**src/rtl/libio_pkg.sv**
```systemverilog
`default_nettype none
// ============================================================================
// Module   : libio
// Purpose  : I/O bus types, thread configuration and timer register map.
// Revision : 1.0
// ============================================================================
package libio;

   localparam int NTHREADIDMSB = 1;
   localparam int NTHREAD      = 2**(NTHREADIDMSB+1);
   localparam int IO_AWIDTH    = 20;

   localparam logic [11:0] IO_TMR_BASE_ADDR = 12'hF00;

   // Word offsets, compared against addr[7:2]
   localparam logic [5:0] IO_TMR_COUNTER = 6'h00;
   localparam logic [5:0] IO_TMR_RELOAD  = 6'h01;
   localparam logic [5:0] IO_TMR_SCALER  = 6'h02;
   localparam logic [5:0] IO_TMR_GCTRL   = 6'h03;
   localparam logic [5:0] IO_TMR_TCTRL   = 6'h04;
   localparam logic [5:0] IO_TMR_PEND    = 6'h05;

   typedef struct packed {
      logic       mask;
      logic [3:0] level;
   } tctrl_reg_type;

   typedef struct packed {
      logic [NTHREADIDMSB:0] tid;
      logic [IO_AWIDTH-1:0]  addr;
      logic [31:0]           wdata;
      logic                  rw;
      logic                  en;
      logic [3:0]            we;
      logic                  replay;
      logic                  wtid_valid;
   } io_bus_in_type;

   typedef struct packed {
      logic [3:0]  irl;
      logic [31:0] rdata;
      logic        retry;
   } io_bus_out_type;

endpackage
`default_nettype wire

```
**src/rtl/io_timer_prescaler.sv**
```systemverilog
`default_nettype none
// ============================================================================
// Module   : io_timer_prescaler
// Purpose  : Prescaler plus global 32-bit down counter with underflow pulse.
// Revision : 1.0
// ============================================================================
module io_timer_prescaler
   import libio::*;
#(
   parameter int SCALER_W = 16
) (
   input  logic                clk,
   input  logic                rst,
   input  logic                i_en,
   input  logic                i_presc_load,
   input  logic [SCALER_W-1:0] i_scaler,
   input  logic [31:0]         i_reload,
   input  logic                i_cnt_we,
   input  logic [31:0]         i_cnt_wdata,
   output logic [31:0]         o_counter,
   output logic                o_underflow
);

   logic [SCALER_W-1:0] r_presc;
   logic [31:0]         r_counter;
   logic                w_tick;

   assign w_tick = i_en & (r_presc == '0);

   always_ff @(posedge clk) begin
      if (rst) begin
         r_presc   <= '0;
         r_counter <= 32'h0;
      end else begin
         if (i_presc_load)
            r_presc <= i_scaler;
         else if (i_en)
            r_presc <= w_tick ? i_scaler : r_presc - SCALER_W'(1);

         // A software write to COUNTER takes precedence over the tick
         if (i_cnt_we)
            r_counter <= i_cnt_wdata;
         else if (w_tick)
            r_counter <= (r_counter == 32'h0) ? i_reload : r_counter - 32'd1;
      end
   end

   assign o_counter   = r_counter;
   assign o_underflow = w_tick & (r_counter == 32'h0) & ~i_cnt_we;

endmodule
`default_nettype wire

```
**src/rtl/io_timer_irqctrl.sv**
```systemverilog
`default_nettype none
// ============================================================================
// Module   : io_timer_irqctrl
// Purpose  : I/O-bus timer and per-thread interrupt controller.
//            Optional byte enables: define IO_TIMER_BYTEWE_EN.
// Revision : 1.0
// ============================================================================
module io_timer_irqctrl
   import libio::*;
#(
   parameter logic [11:0] BASE_ADDR = IO_TMR_BASE_ADDR,
   parameter int          SCALER_W  = 16
) (
   input  logic                  gclk,
   input  logic                  rst,
   input  io_bus_in_type         bus_in,
   output io_bus_out_type        bus_out,
   input  logic                  irqack,
   input  logic [NTHREADIDMSB:0] irqack_tid
);

   localparam int TIDW = NTHREADIDMSB + 1;

   logic [IO_AWIDTH-1:0] r_addr;
   logic [TIDW-1:0]      r_tid;
   logic [31:0]          r_reload;
   logic [SCALER_W-1:0]  r_scaler;
   logic                 r_gctrl_en;
   logic [31:0]          r_rdata;

   logic [31:0]          w_counter;
   logic                 w_underflow;
   logic                 w_hit;
   logic                 w_wr;
   logic [5:0]           w_off;
   logic [31:0]          w_rval;
   logic                 w_wr_counter, w_wr_reload, w_wr_scaler;
   logic                 w_wr_gctrl, w_wr_tctrl, w_wr_pend;
   logic                 w_gctrl_wen, w_presc_load;
   logic [31:0]          w_cnt_wval, w_reload_wval;
   logic [SCALER_W-1:0]  w_scaler_wval;
   logic                 w_we0;
   logic [NTHREAD-1:0]   w_pend;
   logic [NTHREAD-1:0]   w_mask;
   logic [3:0]           w_level [NTHREAD];
   logic                 w_unused;

   assign w_off = r_addr[7:2];
   assign w_hit = (r_addr[IO_AWIDTH-1:8] == BASE_ADDR) & bus_in.en;
   assign w_wr  = w_hit & bus_in.rw & bus_in.wtid_valid & (bus_in.we != 4'h0);

   assign w_wr_counter = w_wr & (w_off == IO_TMR_COUNTER);
   assign w_wr_reload  = w_wr & (w_off == IO_TMR_RELOAD);
   assign w_wr_scaler  = w_wr & (w_off == IO_TMR_SCALER);
   assign w_wr_gctrl   = w_wr & (w_off == IO_TMR_GCTRL);
   assign w_wr_tctrl   = w_wr & (w_off == IO_TMR_TCTRL);
   assign w_wr_pend    = w_wr & (w_off == IO_TMR_PEND);

`ifdef IO_TIMER_BYTEWE_EN
   logic [31:0] w_bmask;
   assign w_bmask       = {{8{bus_in.we[3]}}, {8{bus_in.we[2]}},
                           {8{bus_in.we[1]}}, {8{bus_in.we[0]}}};
   assign w_cnt_wval    = (w_counter & ~w_bmask) | (bus_in.wdata & w_bmask);
   assign w_reload_wval = (r_reload & ~w_bmask) | (bus_in.wdata & w_bmask);
   assign w_scaler_wval = (r_scaler & ~w_bmask[SCALER_W-1:0])
                        | (bus_in.wdata[SCALER_W-1:0] & w_bmask[SCALER_W-1:0]);
   assign w_we0         = bus_in.we[0];
`else
   assign w_cnt_wval    = bus_in.wdata;
   assign w_reload_wval = bus_in.wdata;
   assign w_scaler_wval = bus_in.wdata[SCALER_W-1:0];
   assign w_we0         = 1'b1;
`endif

   assign w_gctrl_wen  = w_wr_gctrl & w_we0;
   // Enable rising edge restarts the prescaler from SCALER
   assign w_presc_load = w_gctrl_wen & bus_in.wdata[0] & ~r_gctrl_en;

   io_timer_prescaler #(.SCALER_W(SCALER_W)) u_prescaler (
      .clk         (gclk),
      .rst         (rst),
      .i_en        (r_gctrl_en),
      .i_presc_load(w_presc_load),
      .i_scaler    (r_scaler),
      .i_reload    (r_reload),
      .i_cnt_we    (w_wr_counter),
      .i_cnt_wdata (w_cnt_wval),
      .o_counter   (w_counter),
      .o_underflow (w_underflow)
   );

   always_comb begin
      w_rval = 32'h0;
      case (w_off)
         IO_TMR_COUNTER: w_rval = w_counter;
         IO_TMR_RELOAD:  w_rval = r_reload;
         IO_TMR_SCALER:  w_rval[SCALER_W-1:0] = r_scaler;
         IO_TMR_GCTRL:   w_rval[0] = r_gctrl_en;
         IO_TMR_TCTRL: begin
            w_rval[0]   = w_mask[r_tid];
            w_rval[7:4] = w_level[r_tid];
         end
         IO_TMR_PEND:    w_rval[0] = w_pend[r_tid];
         default:        w_rval = 32'h0;
      endcase
   end

   always_ff @(posedge gclk) begin
      if (rst) begin
         r_addr     <= '0;
         r_tid      <= '0;
         r_reload   <= 32'h0;
         r_scaler   <= '0;
         r_gctrl_en <= 1'b0;
         r_rdata    <= 32'h0;
      end else begin
         r_addr  <= bus_in.addr;
         r_tid   <= bus_in.tid;
         r_rdata <= (w_hit & ~bus_in.rw) ? w_rval : 32'h0;
         if (w_wr_reload) r_reload   <= w_reload_wval;
         if (w_wr_scaler) r_scaler   <= w_scaler_wval;
         if (w_gctrl_wen) r_gctrl_en <= bus_in.wdata[0];
      end
   end

   for (genvar t = 0; t < NTHREAD; t++) begin : g_thread
      tctrl_reg_type r_tctrl;
      logic          r_pend;
      logic          w_sel;
      logic          w_ack;
      logic          w_set;
      logic          w_clr;

      assign w_sel = (r_tid == TIDW'(t));
      assign w_ack = irqack & (irqack_tid == TIDW'(t));
      assign w_set = (w_underflow & r_tctrl.mask)
                   | (w_wr_pend & w_sel & w_we0 & bus_in.wdata[1]);
      assign w_clr = w_wr_pend & w_sel & w_we0 & bus_in.wdata[0];

      always_ff @(posedge gclk) begin
         if (rst) begin
            r_tctrl <= '0;
            r_pend  <= 1'b0;
         end else begin
            if (w_wr_tctrl & w_sel & w_we0) begin
               r_tctrl.mask  <= bus_in.wdata[0];
               r_tctrl.level <= bus_in.wdata[7:4];
            end
            // New events beat acknowledges, acknowledges beat software W1C
            if (w_set)
               r_pend <= 1'b1;
            else if (w_ack | w_clr)
               r_pend <= 1'b0;
         end
      end

      assign w_pend[t]  = r_pend;
      assign w_mask[t]  = r_tctrl.mask;
      assign w_level[t] = r_tctrl.level;
   end

   always_comb begin
      bus_out       = '0;
      bus_out.rdata = r_rdata;
      bus_out.retry = 1'b0;
      if (w_pend[bus_in.tid] & w_mask[bus_in.tid])
         bus_out.irl = w_level[bus_in.tid];
   end

   assign w_unused = ^{bus_in.replay, r_addr[1:0]};

endmodule
`default_nettype wire

```
**config.mk**
```make
export PLATFORM = sky130hd
export DESIGN_NAME = io_timer_irqctrl
export DESIGN_NICKNAME = d
export VERILOG_FILES = /design/src/rtl/libio_pkg.sv /design/src/rtl/io_timer_prescaler.sv /design/src/rtl/io_timer_irqctrl.sv
export SDC_FILE = /design/constraint.sdc
export NUM_CORES = 1
export LEC_CHECK = 0
export CAP_MARGIN = 20
export CORE_UTILIZATION = 50
export CTS_BUF_LIST = sky130_fd_sc_hd__clkbuf_8
export CTS_CLUSTER_DIAMETER = 40
export DETAILED_ROUTE_END_ITERATION = 8
export PLACE_DENSITY = 0.72
export SLEW_MARGIN = 20
export SYNTH_ARGS = -nofsm -noshare
export SYNTH_HDL_FRONTEND = slang
export SYNTH_SLANG_ARGS = --single-unit
export TNS_END_PERCENT = 5
```
**constraint.sdc**
```tcl
create_clock -name gclk -period 3.1 [get_ports gclk]
set_input_delay 0.465 -clock gclk [delete_from_list [all_inputs] [get_ports gclk]]
set_output_delay 0.465 -clock gclk [all_outputs]
set_load 0.05 [all_outputs]
```
==> metrics.cfg <==
[logic_synthesis]
synthXorXnorAreaFrac=0.0212
ys_types=72
synth_most_common_cell=dfxtp_1
syn_inst=1040
synth_simple_gate_area_frac=0.265
ys_seq_elements=173
synth_edf_count=0
yosys.area_share.adder=0.00693
synth_top_family_by_area=simple AND/OR/NAND/NOR gates
synth_top_area_frac=0.399
synth_area_leaders=dfxtp_1, mux2i_1, nor2_1
synth-seq-area-share=0.399
synth_top_area_cell=dfxtp_1
muxShareOfSynthArea=0.0922
async_flop_share=0
yosysWarnings=0
syn_nets=1111
ys_top_cells_by_count=dfxtp_1, nor2_1, nand2_1, a21oi_1, clkbuf_1
netlist_area_um2=8670
synth-compound-area-share=0.168
syn-mean-instance-area_um2=8.34
synthFlopType=dfxtp_1

[clock_tree]
hold_buffers=0
cts_max_level=4
cts_resized=0
cts_tree=built
clk_pin_slew_ps=100
postCtsSetupBuffers=0
cts_buffers=17
cts_root_buf=clkbuf_8
cts_buffer_depth=2
cts_sinks=173
clock_latency_ps=470

[global_route]
antenna_found_initial=0
grt_pass1_vias=7385
gr-usage-all-layers=0.262
grt_pass1_wl_um=37400
grt_overflow=0
grt_start_max_net_pins=77

[layout]
postLayoutCoreUtil=0.615
layout-drive-gt1-share=0.103
area_delta_synth_final_pct=18.8
antenna_cells=0
design_area_um2=10300
nNetsFinal=1188

[power_and_ir_drop]
vdd_drop_max_v=0.000280
power_density_nw_per_um2=395
p_int_mw=3.01
switchingPower_mw=1.06
power.share.clock=0.389
sw_frac_of_total=0.260
p_comb_frac=0.056
p_leak_nw=3.84
seq_power_share=0.554

[setup_path]
crit_fanout=9
r2r_cells=9
timing.rr.start=u_prescaler.o_counter[0]$_SDFFE_PP0P_
critPathMostFrequentCell=o21ai_0
crit_type=input port to output pin
r2r_slack_ps=580
critical-path-top-delay-family=buffers and inverters
start_kind=input port
crit_slowest_cell=clkdlybuf4s50_1
path_buf_inv=2
critical_path_arrival_ps=2140
crit_required_ps=2630
timing.rr.end=u_prescaler.o_counter[0]$_SDFFE_PP0P_
worstPathCellList=clkdlybuf4s50_1 > o21ai_0 > o21ai_0 > nor2b_1 > buf_12
endpoint_kind=output pin
max_stage_delay_ps=700
cp_num_cells=5

[hold_path]
worstHoldPathCells=2
hp-class=register to register
hp-start=r_reload[31]$_SDFFE_PP0P_
hold_end=r_reload[31]$_SDFFE_PP0P_

[timing]
slew_violations=0
fin_tns_setup_ps=0
timing.final.crit_share=0.839
rsz0062_at_grt=no
skew_ps=17.2
timing_hold_violations_final=0
fin_crit_ps=2600
relSlewSlack=0.457
setup_ws_ps=498
tightestPinTransition_ps=814
setup_viol=0
fmax_mhz=384

[drt]
first_pass_iters=5
vias=7930
drt_iter0_drc=586
viasPerCell=5.87
post_drt_wl_per_cell_um=16.9
ant_nets=0
drcViolationCount=0
wirelength_um=22800

[flow_run]
drv_cap=0

[die]
die_h_um=134
num_rows=47
fp.dieW_um=134
initial_core_util=0.517
dieArea_um2=17900
num_io_pins=104
core_um2=16800

[placement]
placed_area_um2=9910
dpl.hpwl_um=15900
dp_slack_ps=341
place_congestion=0.890
io_buffers=99

[status]
outcome=complete, no violations

-- power by group through the flow --
stage,clock network [mW],logic (mW),registers [mW]
final,1.58,0.230,2.25
after CTS,1.60,0.229,2.25
after floorplan,0,0.108,2.29
after global placement,0,0.228,2.30
after global routing,1.68,0.246,2.25
after detailed placement,0,0.228,2.30
-- layer usage --
layer,track usage,vias up,wire length (um)
li1,-,3865,-
met1,0.350,3775,10200
met2,0.434,260,11000
met3,0.0415,30,1260
met4,0.0770,0,366
met5,0,-,0
-- how the worst max path moves through the flow --
stage | slack, ps | endpoint | start
after global placement | 360 | r_scaler[14]$_SDFFE_PP0P_ | bus_in[6]
after CTS | 440 | bus_out[34] | bus_in[60]
after floorplan | 810 | bus_out[33] | bus_in[60]
after detailed placement | 340 | r_scaler[8]$_SDFFE_PP0P_ | bus_in[6]
final | 500 | bus_out[34] | bus_in[60]
after global routing | 330 | bus_out[35] | bus_in[60]
-- cell families (layout without fill, tap and decap cells) --
logic type	count (synthesis)	in the layout
AO/OA/AOI/OAI	226	226
XOR/XNOR	21	21
adder cells (fa/ha/maj)	5	5
buffers and inverters	90	180
flip-flops	173	173
multiplexers	67	67
other	1	1
AND/OR/NAND/NOR	457	457
-- cells in the final DEF, fill, tap and decap left out, drive strengths merged, types with 7 or more instances in the layout --
master / netlist / routed
nor3: 29 / 29
clkdlybuf4s50: 0 / 94
nor4: 34 / 34
dfxtp: 173 / 173
inv: 13 / 21
mux2i: 54 / 54
clkbuf: 60 / 17
a211oi: 16 / 16
xor2: 7 / 7
o21ai: 36 / 36
buf: 17 / 41
xnor2: 14 / 14
nand2: 127 / 127
nand3: 36 / 36
a31oi: 8 / 8
nand4: 7 / 7
a21oi: 83 / 83
a22oi: 16 / 16
mux4: 10 / 10
nor2b: 34 / 34
nor2: 131 / 131
a21o: 12 / 12
or3: 16 / 16
-- metrics by stage --
stage	instances	hold WS [ps]	power, mW
global placement	1318	454	2.53
global route	1350	497	4.18
finish	1350	475	4.06
detailed placement	1318	460	2.53
CTS	1350	474	4.08
floorplan	1040	443	2.40
-- flip-flops by register name, summed over array words and instances (netlist names) --
register and count:
r_gctrl_en 1, r_tid 2, g_thread.r_tctrl 20, r_rdata 32
r_scaler 16, u_prescaler.r_presc 16, u_prescaler.o_counter 32, g_thread.r_pend 4
r_addr 18, r_reload 32
-- tightest hold or removal path, stage by stage, from the launching register on --
cell,delay [ps]
dfxtp_1,330
nand2_1,50
a21oi_1,50
-- area by class of cell --
type / count / area, um2
Fill cell: 1505 / 6460
Multi-Input combinational cell: 777 / 4810
Sequential cell: 173 / 3460
Timing Repair Buffer: 135 / 1310
Tap cell: 220 / 275
Clock buffer: 17 / 234
Clock inverter: 15 / 154
Inverter: 13 / 48.8
Power figures use the tool's default switching activity.
